### config.mk
export PLATFORM = sky130hd
export DESIGN_NAME = bpm_beat_generator_flat
export DESIGN_NICKNAME = d
export VERILOG_FILES = /design/src/rtl/metronome_pkg.sv /design/src/rtl/bpm_beat_generator_if.sv /design/src/rtl/bpm_period_reg.sv /design/src/rtl/bpm_beat_generator.sv /design/src/flat_wrapper.sv
export SDC_FILE = /design/constraint.sdc
export NUM_CORES = 1
export LEC_CHECK = 0
export ABC_CLOCK_PERIOD_IN_PS = 11400
export CAP_MARGIN = 20
export CORE_MARGIN = 2
export CORE_UTILIZATION = 45
export DETAILED_ROUTE_END_ITERATION = 12
export GPL_TIMING_DRIVEN = 0
export PLACE_DENSITY = 0.66
export SYNTH_ARGS = -nofsm -noshare
export SYNTH_HDL_FRONTEND = slang
export SYNTH_SLANG_ARGS = --single-unit
### constraint.sdc
create_clock -name i_clk -period 11.4 [get_ports i_clk]
set_input_delay 3.42 -clock i_clk [delete_from_list [all_inputs] [get_ports i_clk]]
set_output_delay 3.42 -clock i_clk [all_outputs]
set_load 0.005 [all_outputs]
### src/rtl/metronome_pkg.sv
// Shared metronome types and constants: bus widths, default beat periods,
// beat FSM states and the period clamp helper.
package metronome_pkg;

    localparam int unsigned BPM_W      = 34;
    localparam int unsigned BEAT_IDX_W = 4;

    // Defaults for a 50 MHz system clock: 60 BPM at reset, 20..300 BPM range
    localparam logic [BPM_W-1:0] DEF_RESET_PERIOD = 34'd50_000_000;
    localparam logic [BPM_W-1:0] DEF_MIN_PERIOD   = 34'd10_000_000;
    localparam logic [BPM_W-1:0] DEF_MAX_PERIOD   = 34'd150_000_000;

    typedef enum logic [1:0] {
        STOP  = 2'd0,
        START = 2'd1,
        RUN   = 2'd2
    } beat_state_e;

    // Clamp a signed 35-bit candidate period into [min_p, max_p]; negatives land on min_p
    function automatic logic [BPM_W-1:0] clamp_period(
        input logic signed [BPM_W:0] sum,
        input logic        [BPM_W-1:0] min_p,
        input logic        [BPM_W-1:0] max_p
    );
        if (sum < $signed({1'b0, min_p})) begin
            return min_p;
        end else if (sum > $signed({1'b0, max_p})) begin
            return max_p;
        end else begin
            return sum[BPM_W-1:0];
        end
    endfunction

endpackage

### src/rtl/bpm_beat_generator_if.sv
// Control/status bundle between the BPM adjustment stage (master) and the
// beat generator (slave).
interface bpm_beat_generator_if;
    import metronome_pkg::*;

    logic [BPM_W-1:0]      i_bpm_counter_adder;
    logic                  i_bpm_changed;
    logic                  i_enable;
    logic [BPM_W-1:0]      o_period;
    logic                  o_beat;
    logic                  o_downbeat;
    logic [BEAT_IDX_W-1:0] o_beat_index;

    modport master (
        output i_bpm_counter_adder,
        output i_bpm_changed,
        output i_enable,
        input  o_period,
        input  o_beat,
        input  o_downbeat,
        input  o_beat_index
    );

    modport slave (
        input  i_bpm_counter_adder,
        input  i_bpm_changed,
        input  i_enable,
        output o_period,
        output o_beat,
        output o_downbeat,
        output o_beat_index
    );

endinterface

### src/rtl/bpm_period_reg.sv
// Beat-period register: accumulates signed period deltas on the change strobe
// and clamps the result into [MIN_PERIOD, MAX_PERIOD].
module bpm_period_reg
    import metronome_pkg::*;
#(
    parameter logic [BPM_W-1:0] RESET_PERIOD = DEF_RESET_PERIOD,
    parameter logic [BPM_W-1:0] MIN_PERIOD   = DEF_MIN_PERIOD,
    parameter logic [BPM_W-1:0] MAX_PERIOD   = DEF_MAX_PERIOD
) (
    input  logic             i_clk,
    input  logic             i_reset,
    input  logic             i_bpm_changed,
    input  logic [BPM_W-1:0] i_bpm_counter_adder,
    output logic [BPM_W-1:0] o_period
);

    logic [BPM_W-1:0]        period_q;
    logic [BPM_W-1:0]        period_d;
    logic signed [BPM_W:0]   sum_c;

    // Signed 35-bit accumulate of the current period and the sign-extended delta
    always_comb begin
        sum_c    = $signed({1'b0, period_q})
                 + $signed({i_bpm_counter_adder[BPM_W-1], i_bpm_counter_adder});
        period_d = period_q;
        if (i_bpm_changed) begin
            period_d = clamp_period(sum_c, MIN_PERIOD, MAX_PERIOD);
        end
    end

    // Period register, returns to the reset tempo asynchronously
    always_ff @(posedge i_clk or posedge i_reset) begin
        if (i_reset) begin
            period_q <= RESET_PERIOD;
        end else begin
            period_q <= period_d;
        end
    end

    assign o_period = period_q;

endmodule

### src/rtl/bpm_beat_generator.sv
// Metronome beat generator: free-running cycle counter compared against the
// clamped beat period, producing one-cycle beat pulses, a bar downbeat flag
// and the beat index within the bar.
// Optional feature macro BEAT_RESTART_ON_CHANGE_EN: an accepted period change
// while running restarts the beat phase (counter cleared, index kept).
module bpm_beat_generator
    import metronome_pkg::*;
#(
    parameter logic [BPM_W-1:0] RESET_PERIOD  = DEF_RESET_PERIOD,
    parameter logic [BPM_W-1:0] MIN_PERIOD    = DEF_MIN_PERIOD,
    parameter logic [BPM_W-1:0] MAX_PERIOD    = DEF_MAX_PERIOD,
    parameter int unsigned      BEATS_PER_BAR = 4
) (
    input  logic                 i_clk,
    input  logic                 i_reset,
    bpm_beat_generator_if.slave  bus
);

    localparam logic [BEAT_IDX_W-1:0] LAST_IDX = BEAT_IDX_W'(BEATS_PER_BAR - 1);

    beat_state_e           state_q;
    logic [BPM_W-1:0]      period;
    logic [BPM_W-1:0]      cnt_q;
    logic                  beat_q;
    logic                  down_q;
    logic [BEAT_IDX_W-1:0] idx_q;
    logic                  wrap_c;
    logic [BEAT_IDX_W-1:0] idx_nxt_c;

    bpm_period_reg #(
        .RESET_PERIOD (RESET_PERIOD),
        .MIN_PERIOD   (MIN_PERIOD),
        .MAX_PERIOD   (MAX_PERIOD)
    ) u_period_reg (
        .i_clk               (i_clk),
        .i_reset             (i_reset),
        .i_bpm_changed       (bus.i_bpm_changed),
        .i_bpm_counter_adder (bus.i_bpm_counter_adder),
        .o_period            (period)
    );

    // >= rather than == so a shrink below the current count beats next cycle
    assign wrap_c    = (cnt_q >= period - BPM_W'(1));
    assign idx_nxt_c = (idx_q == LAST_IDX) ? '0 : idx_q + BEAT_IDX_W'(1);

    // Beat FSM with counter, index and registered pulse outputs
    always_ff @(posedge i_clk or posedge i_reset) begin
        if (i_reset) begin
            state_q <= STOP;
            cnt_q   <= '0;
            beat_q  <= 1'b0;
            down_q  <= 1'b0;
            idx_q   <= '0;
        end else begin
            beat_q <= 1'b0;
            down_q <= 1'b0;
            case (state_q)
                STOP: begin
                    cnt_q <= '0;
                    idx_q <= '0;
                    if (bus.i_enable) begin
                        // First downbeat is presented during the START cycle
                        state_q <= START;
                        beat_q  <= 1'b1;
                        down_q  <= 1'b1;
                    end
                end
                START: begin
                    if (bus.i_enable) begin
                        cnt_q   <= BPM_W'(1);
                        state_q <= RUN;
                    end else begin
                        cnt_q   <= '0;
                        state_q <= STOP;
                    end
                end
                RUN: begin
                    if (!bus.i_enable) begin
                        state_q <= STOP;
                        cnt_q   <= '0;
                        idx_q   <= '0;
                    end else begin
                        if (wrap_c) begin
                            cnt_q  <= '0;
                            beat_q <= 1'b1;
                            down_q <= (idx_nxt_c == '0);
                            idx_q  <= idx_nxt_c;
                        end else begin
                            cnt_q <= cnt_q + BPM_W'(1);
                        end
`ifdef BEAT_RESTART_ON_CHANGE_EN
                        if (bus.i_bpm_changed) begin
                            cnt_q <= '0;
                        end
`else
`endif
                    end
                end
                default: begin
                    state_q <= STOP;
                end
            endcase
        end
    end

    assign bus.o_period     = period;
    assign bus.o_beat       = beat_q;
    assign bus.o_downbeat   = down_q;
    assign bus.o_beat_index = idx_q;

endmodule

### src/flat_wrapper.sv
// flat-port wrapper written by rule: the top's interface ports become plain ports
module bpm_beat_generator_flat import metronome_pkg::*;
#(
    parameter logic [BPM_W-1:0] RESET_PERIOD  = DEF_RESET_PERIOD,
    parameter logic [BPM_W-1:0] MIN_PERIOD    = DEF_MIN_PERIOD,
    parameter logic [BPM_W-1:0] MAX_PERIOD    = DEF_MAX_PERIOD,
    parameter int unsigned      BEATS_PER_BAR = 4
)
  (i_clk, i_reset, bus_i_bpm_counter_adder, bus_i_bpm_changed, bus_i_enable, bus_o_period, bus_o_beat, bus_o_downbeat, bus_o_beat_index);
  bpm_beat_generator_if bus_i ();
  input  logic i_clk;
  input  logic i_reset;
  input wire logic [$bits(bus_i.i_bpm_counter_adder)-1:0] bus_i_bpm_counter_adder;
  input wire logic [$bits(bus_i.i_bpm_changed)-1:0] bus_i_bpm_changed;
  input wire logic [$bits(bus_i.i_enable)-1:0] bus_i_enable;
  output wire logic [$bits(bus_i.o_period)-1:0] bus_o_period;
  output wire logic [$bits(bus_i.o_beat)-1:0] bus_o_beat;
  output wire logic [$bits(bus_i.o_downbeat)-1:0] bus_o_downbeat;
  output wire logic [$bits(bus_i.o_beat_index)-1:0] bus_o_beat_index;
  assign bus_i.i_bpm_counter_adder = bus_i_bpm_counter_adder;
  assign bus_i.i_bpm_changed = bus_i_bpm_changed;
  assign bus_i.i_enable = bus_i_enable;
  assign bus_o_period = bus_i.o_period;
  assign bus_o_beat = bus_i.o_beat;
  assign bus_o_downbeat = bus_i.o_downbeat;
  assign bus_o_beat_index = bus_i.o_beat_index;
  bpm_beat_generator #(.RESET_PERIOD(RESET_PERIOD), .MIN_PERIOD(MIN_PERIOD), .MAX_PERIOD(MAX_PERIOD), .BEATS_PER_BAR(BEATS_PER_BAR)) u_core (.i_clk(i_clk), .i_reset(i_reset), .bus(bus_i));
endmodule
==> flow_summary.toml <==
[worst_hold_path]
min_path_type = "reg2reg"

[synth]
synth_top_area_share_pct = 22.00
yosysWarnings = 0
synth-seq-cells = 76
synth_ff_type = "dfrtp_1"
synth_fp_nets = 978
async_flop_share_pct = 100.0
synthTopCellsByCount = "nand2_1, ha_1, nor2_1, o21ai_0, dfrtp_1"
syn_inst = 863
yosysMostFrequentCell = "nand2_1"
seq_area_frac_synth_pct = 26.33
synth_cell_types = 79
postSynthAreaPerCell_um2 = 8.437
netlist_area_um2 = 7281
synth-edff-count = 0
synth.area.top_cells = "dfrtp_1, ha_1, xnor2_1"
yosysTopAreaCell = "dfrtp_1"

[global_routing]
grt_pass1_wl_um = 32240
grt_remaining_overflow = 0
antenna_found_initial = 0
grt_max_degree = 42
first_global_vias = 6497
grt_use_total_pct = 22.60

[die]
die_area_um2 = 17210
fp.dieW_um = 131.2
die_h_um = 131.2
coreArea_um2 = 15830
ioPinCount = 78
start_util_pct = 46.00
floorplan.rows = 46

[clocking]
cts_buffers = 9
cts_tree = "built"
cts-root-buf = "clkbuf_16"
cts_num_sinks = 76
cts_setup_buffers = 0
insertion_delay_ns = 0.34
cts_hold_buffers = 0
cts_max_level = 3
clock_path_buffers = 2
path_clk_slew_ns = 0.06
cts_resized = 0

[placed_design]
place_area_um2 = 8344
gp_congestion = 0.9027
port_buffers = 77
dp_hpwl_um = 15420

[setup_path]
cp_cell_sequence = "clkdlybuf4s50_1, ha_1, inv_1, fa_1, nand2b_1, a211oi_2, o21a_1, nor3_1, nor4b_1, o2111ai_1, a311o_1, a31oi_4, nand4_4, buf_12, o2bb2ai_2"
cp_max_fo = 10
crit_path_end = "u_core.u_period_reg.o_period[18]"
reg2reg_depth = 24
worst-endpoint-required_ns = 11.67
path_class = "in2reg"
max_stage_delay_ns = 0.46
rrSetupSlack_ns = 5.38
startpoint = "bus_i_bpm_counter_adder[0]"
worstReg2RegStart = "u_core.u_period_reg.o_period[2]"
worstSetupStartpointType = "primary input"
cp-end-kind = "register"
r2r_end = "u_core.cnt_q[9]"
worstPathArrival_ns = 7.28
cp_slowest_cell = "clkdlybuf4s50_1"

[final_layout]
drive_above_1_share_pct = 8.464
nFillCells = 1471
final_nets = 1067
syn2layout_area_growth_pct = 19.23
fin_area_um2 = 8681
diodes = 0

[sta]
finalCriticalPeriod_ns = 7.009
timing.setup.tns_ns = 0
rsz0062_at_grt = "no"
slew_headroom_pct = 55.02
worst_pin_slew_ns = 0.6676
max_freq_mhz = 142.7
maxSlewViolCount = 0
finClkSkew_ns = 0.008487
final_hold_viol_count = 0
setup_viol = 0
fin_crit_sh_pct = 61.48

[pwr]
total_leakage_power_nw = 3.621
peakVddDrop_mv = 0.05878
power_density_nw_per_um2 = 103.1
power_mw = 0.8948

[detailed_routing]
routed_via_density = 5.782
drc = 0
drt_iter0_markers = 496
antenna_left = 0
routed_wl_um = 19230
first_pass_iters = 5
wl_per_cell_um = 16.39
vias = 6782

[run]
cap_viol_max_count = 0

[status]
status = "finished clean"
layout make-up:
cell class	count	area (µm²)	share of cell area [%]
Multi-Input combinational cell	729	5117	58.95
Sequential cell	76	1917	22.08
Buffer	29	137.6	1.585
Clock buffer	12	266.5	3.070
Inverter	29	111.4	1.283
Clock inverter	4	70.07	0.8071
Tap cell	216	270.3	3.113
Timing Repair Buffer	78	790.8	9.109
cells in the final DEF, fill, tap and decap left out, drive strengths merged, types with 7 or more instances in the layout:
cell and instances:
o2bb2ai 12, ha 76, nor2 70, clkdlybuf4s50 77
dfstp 12, nor3 20, xor2 16, nand4 21
inv 29, nor2b 8, or3 7, a211oi 11
a21oi 55, nor4 11, a21o 19, o21a 8
o31ai 22, clkbuf 36, o22ai 8, xnor2 43
o21ai 74, or4 9, nand3 28, and3 28
nand2 84, o211ai 8, dfrtp 64, or2 10
mux2i 11
kinds of logic (layout without fill, tap and decap cells):
| group | after synthesis | in the layout | share of synthesized area, % |
|---|---|---|---|
| AO/OA/AOI/OAI | 260 | 260 | 24.99 |
| XOR/XNOR | 59 | 59 | 7.097 |
| adder cells (fa/ha/maj) | 77 | 77 | 13.34 |
| buffers and inverters | 58 | 152 | 3.385 |
| flip-flops | 76 | 76 | 26.33 |
| multiplexers | 13 | 13 | 1.822 |
| AND/OR/NAND/NOR | 320 | 320 | 23.05 |
flip-flops by register name (all words and copies together), names as in the netlist:
name,count
u_core.cnt_q,34
u_core.u_period_reg.o_period,34
u_core.bus.o_beat_index,4
u_core.state_q,2
u_core.bus.o_beat,1
u_core.bus.o_downbeat,1
metrics by stage:
stage	worst slack (ns)	hold WS, ns	std cells	utilization [%]
after floorplan	4.993	0.4933	863	-
after global placement	4.087	0.5132	1156	52.58
after detailed placement	4.072	0.5184	1157	52.72
after CTS	4.398	0.5278	1173	54.85
after global routing	4.141	0.5450	1173	54.85
final	4.391	0.5256	1173	54.85
critical path: cells and delay by family:
family                     cells  cell delay [ns]
AOI/OAI and AO/OA              6             1.75
and+or+nand+nor                4             0.81
buffers and inverters          3             0.74
adders and majority gates      2             0.57
worst min-delay path by stage:
stage | startpoint | end | slack, ns | depth (start not counted)
5_1_grt | u_core.u_period_reg.o_period[17] | u_core.u_period_reg.o_period[17] | 0.54 | 1
6_report | u_core.u_period_reg.o_period[17] | u_core.u_period_reg.o_period[17] | 0.53 | 1
2_1_floorplan | u_core.cnt_q[25] | u_core.cnt_q[25] | 0.49 | 1
4_1_cts | u_core.u_period_reg.o_period[17] | u_core.u_period_reg.o_period[17] | 0.53 | 1
3_5_place_dp | u_core.u_period_reg.o_period[17] | u_core.u_period_reg.o_period[17] | 0.52 | 1
3_3_place_gp | u_core.u_period_reg.o_period[17] | u_core.u_period_reg.o_period[17] | 0.51 | 1
power breakdown:
| part | internal [mW] | switching [mW] | leakage, nW |
|---|---|---|---|
| Sequential | 0.283 | 0.0170 | 1.01 |
| Clock | 0.209 | 0.114 | 0.169 |
| Combinational | 0.104 | 0.168 | 2.45 |
layer usage:
metal	share of wire [%]	GRT usage, %	wire [µm]
met3	3.5	1.775	676
met5	0	0	0
met1	47	30.58	9072
met4	1.7	7.126	335
met2	48	38.48	9146
Power figures use the tool's default switching activity.
